<file path="src/rtl/wb_arbiter_if.sv">
// Result/writeback bundle between execution units and wb_arbiter.
// With WB_BYPASS_EN defined the bundle also carries the same-cycle bypass outputs.
interface wb_arbiter_if #(
    parameter int N_UNITS = 3,
    parameter int XLEN    = 32
);
    logic [N_UNITS-1:0]      res_valid;
    logic [N_UNITS-1:0]      res_ready;
    logic [N_UNITS*5-1:0]    res_rd;
    logic [N_UNITS*XLEN-1:0] res_rd_val;
    logic [N_UNITS-1:0]      res_br_valid;
    logic [N_UNITS*XLEN-1:0] res_br_target;

    logic                    rf_we;
    logic [4:0]              rf_waddr;
    logic [XLEN-1:0]         rf_wdata;
    logic                    redirect_valid;
    logic [XLEN-1:0]         redirect_target;
    logic                    flush;

`ifdef WB_BYPASS_EN
    logic                    byp_valid;
    logic [4:0]              byp_rd;
    logic [XLEN-1:0]         byp_val;

    modport slave (
        input  res_valid, res_rd, res_rd_val, res_br_valid, res_br_target,
        output res_ready, rf_we, rf_waddr, rf_wdata,
        output redirect_valid, redirect_target, flush,
        output byp_valid, byp_rd, byp_val
    );
    modport master (
        output res_valid, res_rd, res_rd_val, res_br_valid, res_br_target,
        input  res_ready, rf_we, rf_waddr, rf_wdata,
        input  redirect_valid, redirect_target, flush,
        input  byp_valid, byp_rd, byp_val
    );
`else
    modport slave (
        input  res_valid, res_rd, res_rd_val, res_br_valid, res_br_target,
        output res_ready, rf_we, rf_waddr, rf_wdata,
        output redirect_valid, redirect_target, flush
    );
    modport master (
        output res_valid, res_rd, res_rd_val, res_br_valid, res_br_target,
        input  res_ready, rf_we, rf_waddr, rf_wdata,
        input  redirect_valid, redirect_target, flush
    );
`endif
endinterface

</file>
<file path="src/rtl/wb_arbiter.sv">
// Writeback stage: round-robin grant of one execution-unit result per cycle onto
// the register-file port, with redirect/flush pulse and one drain cycle. Macro: WB_BYPASS_EN.
module wb_arbiter #(
    parameter int N_UNITS = 3,
    parameter int XLEN    = 32
) (
    input  logic         clk,
    input  logic         rst,
    wb_arbiter_if.slave  bus
);
    localparam int PTR_W = $clog2(N_UNITS);

    typedef enum logic {RUN, DRAIN} state_e;

    state_e             state, state_next;
    logic [PTR_W-1:0]   ptr, ptr_next, grant;
    logic               found, transfer, sel_br;
    logic [N_UNITS-1:0] onehot;
    logic [4:0]         sel_rd;
    logic [XLEN-1:0]    sel_val, sel_target;

    // Pass 0 searches ptr..N-1, pass 1 wraps to 0..ptr-1.
    always_comb begin
        // NOTE: every combinational output gets a default first so no path leaves one unassigned (no latch).
        grant      = ptr;
        found      = 1'b0;
        onehot     = '0;
        sel_rd     = '0;
        sel_val    = '0;
        sel_br     = 1'b0;
        sel_target = '0;
        for (int pass = 0; pass < 2; pass++) begin
            for (int i = 0; i < N_UNITS; i++) begin
                if (!found && bus.res_valid[i] && ((pass == 0) == (i >= int'(ptr)))) begin
                    found      = 1'b1;
                    grant      = PTR_W'(i);
                    onehot[i]  = 1'b1;
                    sel_rd     = bus.res_rd[i*5 +: 5];
                    sel_val    = bus.res_rd_val[i*XLEN +: XLEN];
                    sel_br     = bus.res_br_valid[i];
                    sel_target = bus.res_br_target[i*XLEN +: XLEN];
                end
            end
        end
    end

    // Reset gates the grant so a transfer coincident with reset never happens.
    assign transfer      = found && (state == RUN) && !rst;
    assign bus.res_ready = transfer ? onehot : '0;

    always_comb begin
        state_next = state;
        ptr_next   = ptr;
        if (transfer) begin
            ptr_next = (grant == PTR_W'(N_UNITS - 1)) ? '0 : grant + PTR_W'(1);
        end
        unique case (state)
            RUN:     state_next = (transfer && sel_br) ? DRAIN : RUN;
            DRAIN:   state_next = RUN;
            default: state_next = RUN;
        endcase
    end

    always_ff @(posedge clk) begin
        // NOTE: sequential state uses non-blocking assignments so every register samples pre-edge values.
        if (rst) begin
            state <= RUN;
            ptr   <= '0;
        end else begin
            state <= state_next;
            ptr   <= ptr_next;
        end
    end

    always_ff @(posedge clk) begin
        if (rst) begin
            bus.rf_we           <= 1'b0;
            bus.rf_waddr        <= '0;
            bus.rf_wdata        <= '0;
            bus.redirect_valid  <= 1'b0;
            bus.redirect_target <= '0;
            bus.flush           <= 1'b0;
        end else begin
            bus.rf_we          <= transfer && (sel_rd != 5'd0);
            bus.redirect_valid <= transfer && sel_br;
            bus.flush          <= transfer && sel_br;
            if (transfer) begin
                bus.rf_waddr <= sel_rd;
                bus.rf_wdata <= sel_val;
            end
            if (transfer && sel_br) begin
                bus.redirect_target <= sel_target;
            end
        end
    end

`ifdef WB_BYPASS_EN
    assign bus.byp_valid = transfer && (sel_rd != 5'd0);
    assign bus.byp_rd    = sel_rd;
    assign bus.byp_val   = sel_val;
`endif

endmodule

</file>
<file path="src/flat_wrapper.sv">
// flat-port wrapper written by rule: the top's interface ports become plain ports
module wb_arbiter_flat 
#(
    parameter int N_UNITS = 3,
    parameter int XLEN    = 32
)
  (clk, rst, bus_res_valid, bus_res_rd, bus_res_rd_val, bus_res_br_valid, bus_res_br_target, bus_res_ready, bus_rf_we, bus_rf_waddr, bus_rf_wdata, bus_redirect_valid, bus_redirect_target, bus_flush);
  wb_arbiter_if #(.N_UNITS(N_UNITS), .XLEN(XLEN)) bus_i ();
  input  logic clk;
  input  logic rst;
  input wire logic [$bits(bus_i.res_valid)-1:0] bus_res_valid;
  input wire logic [$bits(bus_i.res_rd)-1:0] bus_res_rd;
  input wire logic [$bits(bus_i.res_rd_val)-1:0] bus_res_rd_val;
  input wire logic [$bits(bus_i.res_br_valid)-1:0] bus_res_br_valid;
  input wire logic [$bits(bus_i.res_br_target)-1:0] bus_res_br_target;
  output wire logic [$bits(bus_i.res_ready)-1:0] bus_res_ready;
  output wire logic [$bits(bus_i.rf_we)-1:0] bus_rf_we;
  output wire logic [$bits(bus_i.rf_waddr)-1:0] bus_rf_waddr;
  output wire logic [$bits(bus_i.rf_wdata)-1:0] bus_rf_wdata;
  output wire logic [$bits(bus_i.redirect_valid)-1:0] bus_redirect_valid;
  output wire logic [$bits(bus_i.redirect_target)-1:0] bus_redirect_target;
  output wire logic [$bits(bus_i.flush)-1:0] bus_flush;
  assign bus_i.res_valid = bus_res_valid;
  assign bus_i.res_rd = bus_res_rd;
  assign bus_i.res_rd_val = bus_res_rd_val;
  assign bus_i.res_br_valid = bus_res_br_valid;
  assign bus_i.res_br_target = bus_res_br_target;
  assign bus_res_ready = bus_i.res_ready;
  assign bus_rf_we = bus_i.rf_we;
  assign bus_rf_waddr = bus_i.rf_waddr;
  assign bus_rf_wdata = bus_i.rf_wdata;
  assign bus_redirect_valid = bus_i.redirect_valid;
  assign bus_redirect_target = bus_i.redirect_target;
  assign bus_flush = bus_i.flush;
  wb_arbiter #(.N_UNITS(N_UNITS), .XLEN(XLEN)) u_core (.clk(clk), .rst(rst), .bus(bus_i));
endmodule
</file>
<file path="config.mk">
export PLATFORM = sky130hd
export DESIGN_NAME = wb_arbiter_flat
export DESIGN_NICKNAME = d
export VERILOG_FILES = /design/src/rtl/wb_arbiter_if.sv /design/src/rtl/wb_arbiter.sv /design/src/flat_wrapper.sv
export SDC_FILE = /design/constraint.sdc
export NUM_CORES = 1
export LEC_CHECK = 0
export CORE_AREA = 2 2 113 115
export CTS_CLUSTER_SIZE = 30
export DETAILED_ROUTE_END_ITERATION = 12
export DIE_AREA = 0 0 115 117
export GPL_ROUTABILITY_DRIVEN = 0
export PLACE_DENSITY = 0.9
export SETUP_SLACK_MARGIN = 0.1
export SLEW_MARGIN = 5
export SYNTH_ARGS = -nofsm -noshare
export SYNTH_HDL_FRONTEND = slang
export SYNTH_SLANG_ARGS = --single-unit
</file>
<file path="constraint.sdc">
create_clock -name clk -period 2.3 [get_ports clk]
set_clock_uncertainty 0.15 [all_clocks]
set_input_delay 0.23 -clock clk [delete_from_list [all_inputs] [get_ports clk]]
set_output_delay 0.23 -clock clk [all_outputs]
set_load 0.02 [all_outputs]
</file>
==> reports/qor.txt <==
Total Wirelength = 19400 um
Clock network power share = 30.1%
Highest-count cells in the layout ignoring fill and taps = clkdlybuf4s50_1 (283), dfxtp_1 (72), buf_4 (53)
Switching share of power = 30.7%
Static Leak = 3.12 nW
Core Region = 0.0123 mm^2
Critical path type = in -> reg
Seq/Total Area, Yosys = 34.6%
Residual DRC = 0
Fill cell total of the finished layout = 943
Combinational share of power = 38.0%
Final min period = 2.22 ns
Synthesized cell area = 0.00429 mm^2
Worst vdd ir = 321 uV
Max cap viols = 0
Clock transition at the registers of the reported paths = 0.06 ns
CTS Sinks = 74
Router iterations before antenna repair = 5
Syn nets = 716
Yosys warns = 0
Pin count of the biggest net entering global routing = 66
Crit path arrival time = 2.28 ns
Worst-Skew Late Latency = 0.34 ns
Hold WC Path Type = in -> reg
Synth Instances = 501
DIE HEIGHT = 117 um
Dpl cells = 939
Worst r2r src = u_core.ptr[1]$_SDFFE_PP0P_
Yosys cell types = 46
Worst path required time = 2.36 ns
Mean Syn Cell Area = 8.55 um^2
# nets final = 1023
CP top delay family = buffers and inverters
Total track usage = 26.8%
Total stage count of the critical path = 9
Final Cycle Share = 96.6%
CTS tree = yes
Root Driver = clkbuf_16
Total power per unit cell area = 574 mW/mm^2
Critical path startpoint category = input pin
Crit Path Max Fanout = 11
RSZ-0062 raised after global routing = no
Reg2reg end = u_core.bus.rf_we$_SDFF_PP0_
First-pass GRT wire length = 28500 um
Top FF cell, synth = dfxtp_1
Setup TNS = 0 ns
Final non-filler cell total = 965
Final ANT Viol Nets = 0
CTS buffer count = 9
Detailed-route wire length per cell = 20.1 um
Initial antenna violation count = 2
Final core occ = 66.6%
R2R cell count = 8
Htree depth = 3
Highest Clock Rate = 0.450 GHz
Worst Setup EP = u_core.bus.rf_we$_SDFF_PP0_
Status = finished clean
Commonest non-fill, non-tap cell in the layout = clkdlybuf4s50_1
CP endpoint kind = flop
Max-slew headroom = 45.9%
Final WS setup = 0.0786 ns
Post-CTS Hold Buffers = 0
Buffers & Inverters on Critical Path = 4
Most frequent cell on the critical path = buf_4
Ordered list of cells on the worst path = clkdlybuf4s50_1 -> buf_6 -> a21oi_1 -> o21a_1 -> buf_4 -> a222oi_1 -> buf_4 -> nor3b_1 -> a31oi_1
Switching power = 1.44 mW
Initial cell density of the core = 34.8%
CTS max path bufs = 2
Max Slew Vio Count = 0
Seq pwr share = 31.9%
Dpl hpwl = 13800 um
Rows = 41
I/O Pins = 290
Layout cell share with drive strength beyond 1 = 13.4%
Vias in the first global route = 5703
Slowest CP cell = clkdlybuf4s50_1
Area grow syn2layout = 91.3%
Hold-critical path depth = 4
Vias per cell = 6.01
Die area = 0.0135 mm^2
Chip width = 115 um
Yosys reg bits = 74
Post-synth ARST share = 0%
Hold Fails Final Rpt = 0
Max incr delay on CP = 0.56 ns
Global route total overflow = 0
DR iter-0 viols = 607
Internal = 3.26 mW
Final setup viols = 0
R2r setup slk = 0.13 ns
Worst setup path start = bus_res_valid[2]
Worst slack at placement = -0.351 ns
Port-buffer cells = 289
EDFF count, synth = 0
DR vias = 5803
Slew @ Worst Pin = 0.812 ns
-- how the worst min path moves through the flow --
stage	from	end	slack, ns
final	rst	u_core.bus.redirect_valid$_SDFF_PP0_	0.23
after global routing	rst	u_core.bus.redirect_valid$_SDFF_PP0_	0.24
after CTS	u_core.bus.rf_waddr[2]$_SDFFE_PP0P_	u_core.bus.rf_waddr[2]$_SDFFE_PP0P_	0.31
after detailed placement	u_core.bus.rf_waddr[2]$_SDFFE_PP0P_	u_core.bus.rf_waddr[2]$_SDFFE_PP0P_	0.30
after global placement	u_core.bus.rf_waddr[2]$_SDFFE_PP0P_	u_core.bus.rf_waddr[2]$_SDFFE_PP0P_	0.29
after floorplan	bus_res_rd_val[32]	u_core.bus.rf_wdata[0]$_SDFFE_PP0P_	0.23
-- tightest hold or removal path, stage by stage --
cell,delay (ns)
buf_2,0.09
or3_4,0.17
buf_4,0.13
a31oi_1,0.04
-- sequential cells by signal, summed over array words and instances, names as in the netlist --
name / flops
u_core.bus.redirect_target: 32
u_core.bus.rf_wdata: 32
u_core.bus.rf_waddr: 5
u_core.ptr: 2
u_core.bus.redirect_valid: 1
u_core.bus.rf_we: 1
u_core.state: 1
-- cells in the mapped netlist, drive strengths merged, types with 9 or more instances --
master	number	share of area, %
a21o	28	4.9
clkbuf	37	3.2
a21oi	44	5.1
o32ai	25	5.1
a22oi	28	4.9
a222oi	30	7.0
dfxtp	74	35
nor2	39	3.5
a211oi	34	6.0
buf	24	2.9
nand2	16	1.4
o21ai	15	1.8
a32o	9	2.1
a221oi	25	5.1
-- kinds of logic (layout without fill, tap and decap cells) --
family                 Yosys count  count (layout)  share of synthesized area [%]
AOI/OAI and AO/OA              276             276                           49.6
buffers and inverters           67             379                           6.72
DFF                             74              74                           34.6
other                            0               2                              0
and+or+nand+nor                 84              84                           9.08
-- final cells by class --
class                   count  area (um^2)  area share [%]
multi-input cells         360         2620            32.0
repair buffers            357         3580            43.7
clock buffers              11          243            2.96
inverters                   6         22.5           0.275
well taps                 150          188            2.29
clock inverters             5         53.8           0.656
flip-flops and latches     74         1480            18.1
diodes                      2         5.00          0.0610
-- repair_timing --
action                                  in CTS  in global routing
setup buffers                                1                  5
pin swaps                                    1                  3
resized for setup                           10                 26
endpoints found under the setup margin      10                 37
cloned                                       1                  1
-- stage by stage --
step	power, mW	instance area (um^2)	hold WS (ns)
after CTS	4.66	8030	0.307
after global routing	4.89	8200	0.237
after global placement	3.19	7680	0.293
final	4.71	8200	0.231
after detailed placement	3.22	7680	0.299
after floorplan	2.28	4290	0.231
-- metal layers --
layer  vias to the layer above  part of all wire [%]  routed length (um)  GRT usage (%)
li1                       2680                     -                   -              -
met5                         -                     0                   0              0
met1                      2724                    37                7210           28.8
met3                        59                   8.8                1710           6.54
met2                       340                    50                9730           48.2
met4                         0                   4.0                 784           15.8
-- power by group through the flow --
stage | registers, mW | logic, mW | clock network, mW
floorplan | 1.68 | 0.598 | 0
CTS | 1.50 | 1.72 | 1.44
detailed placement | 1.52 | 1.70 | 0
finish | 1.50 | 1.79 | 1.42
global route | 1.51 | 1.90 | 1.48
global placement | 1.52 | 1.67 | 0
Note: power is estimated with default switching activity, not from simulation.
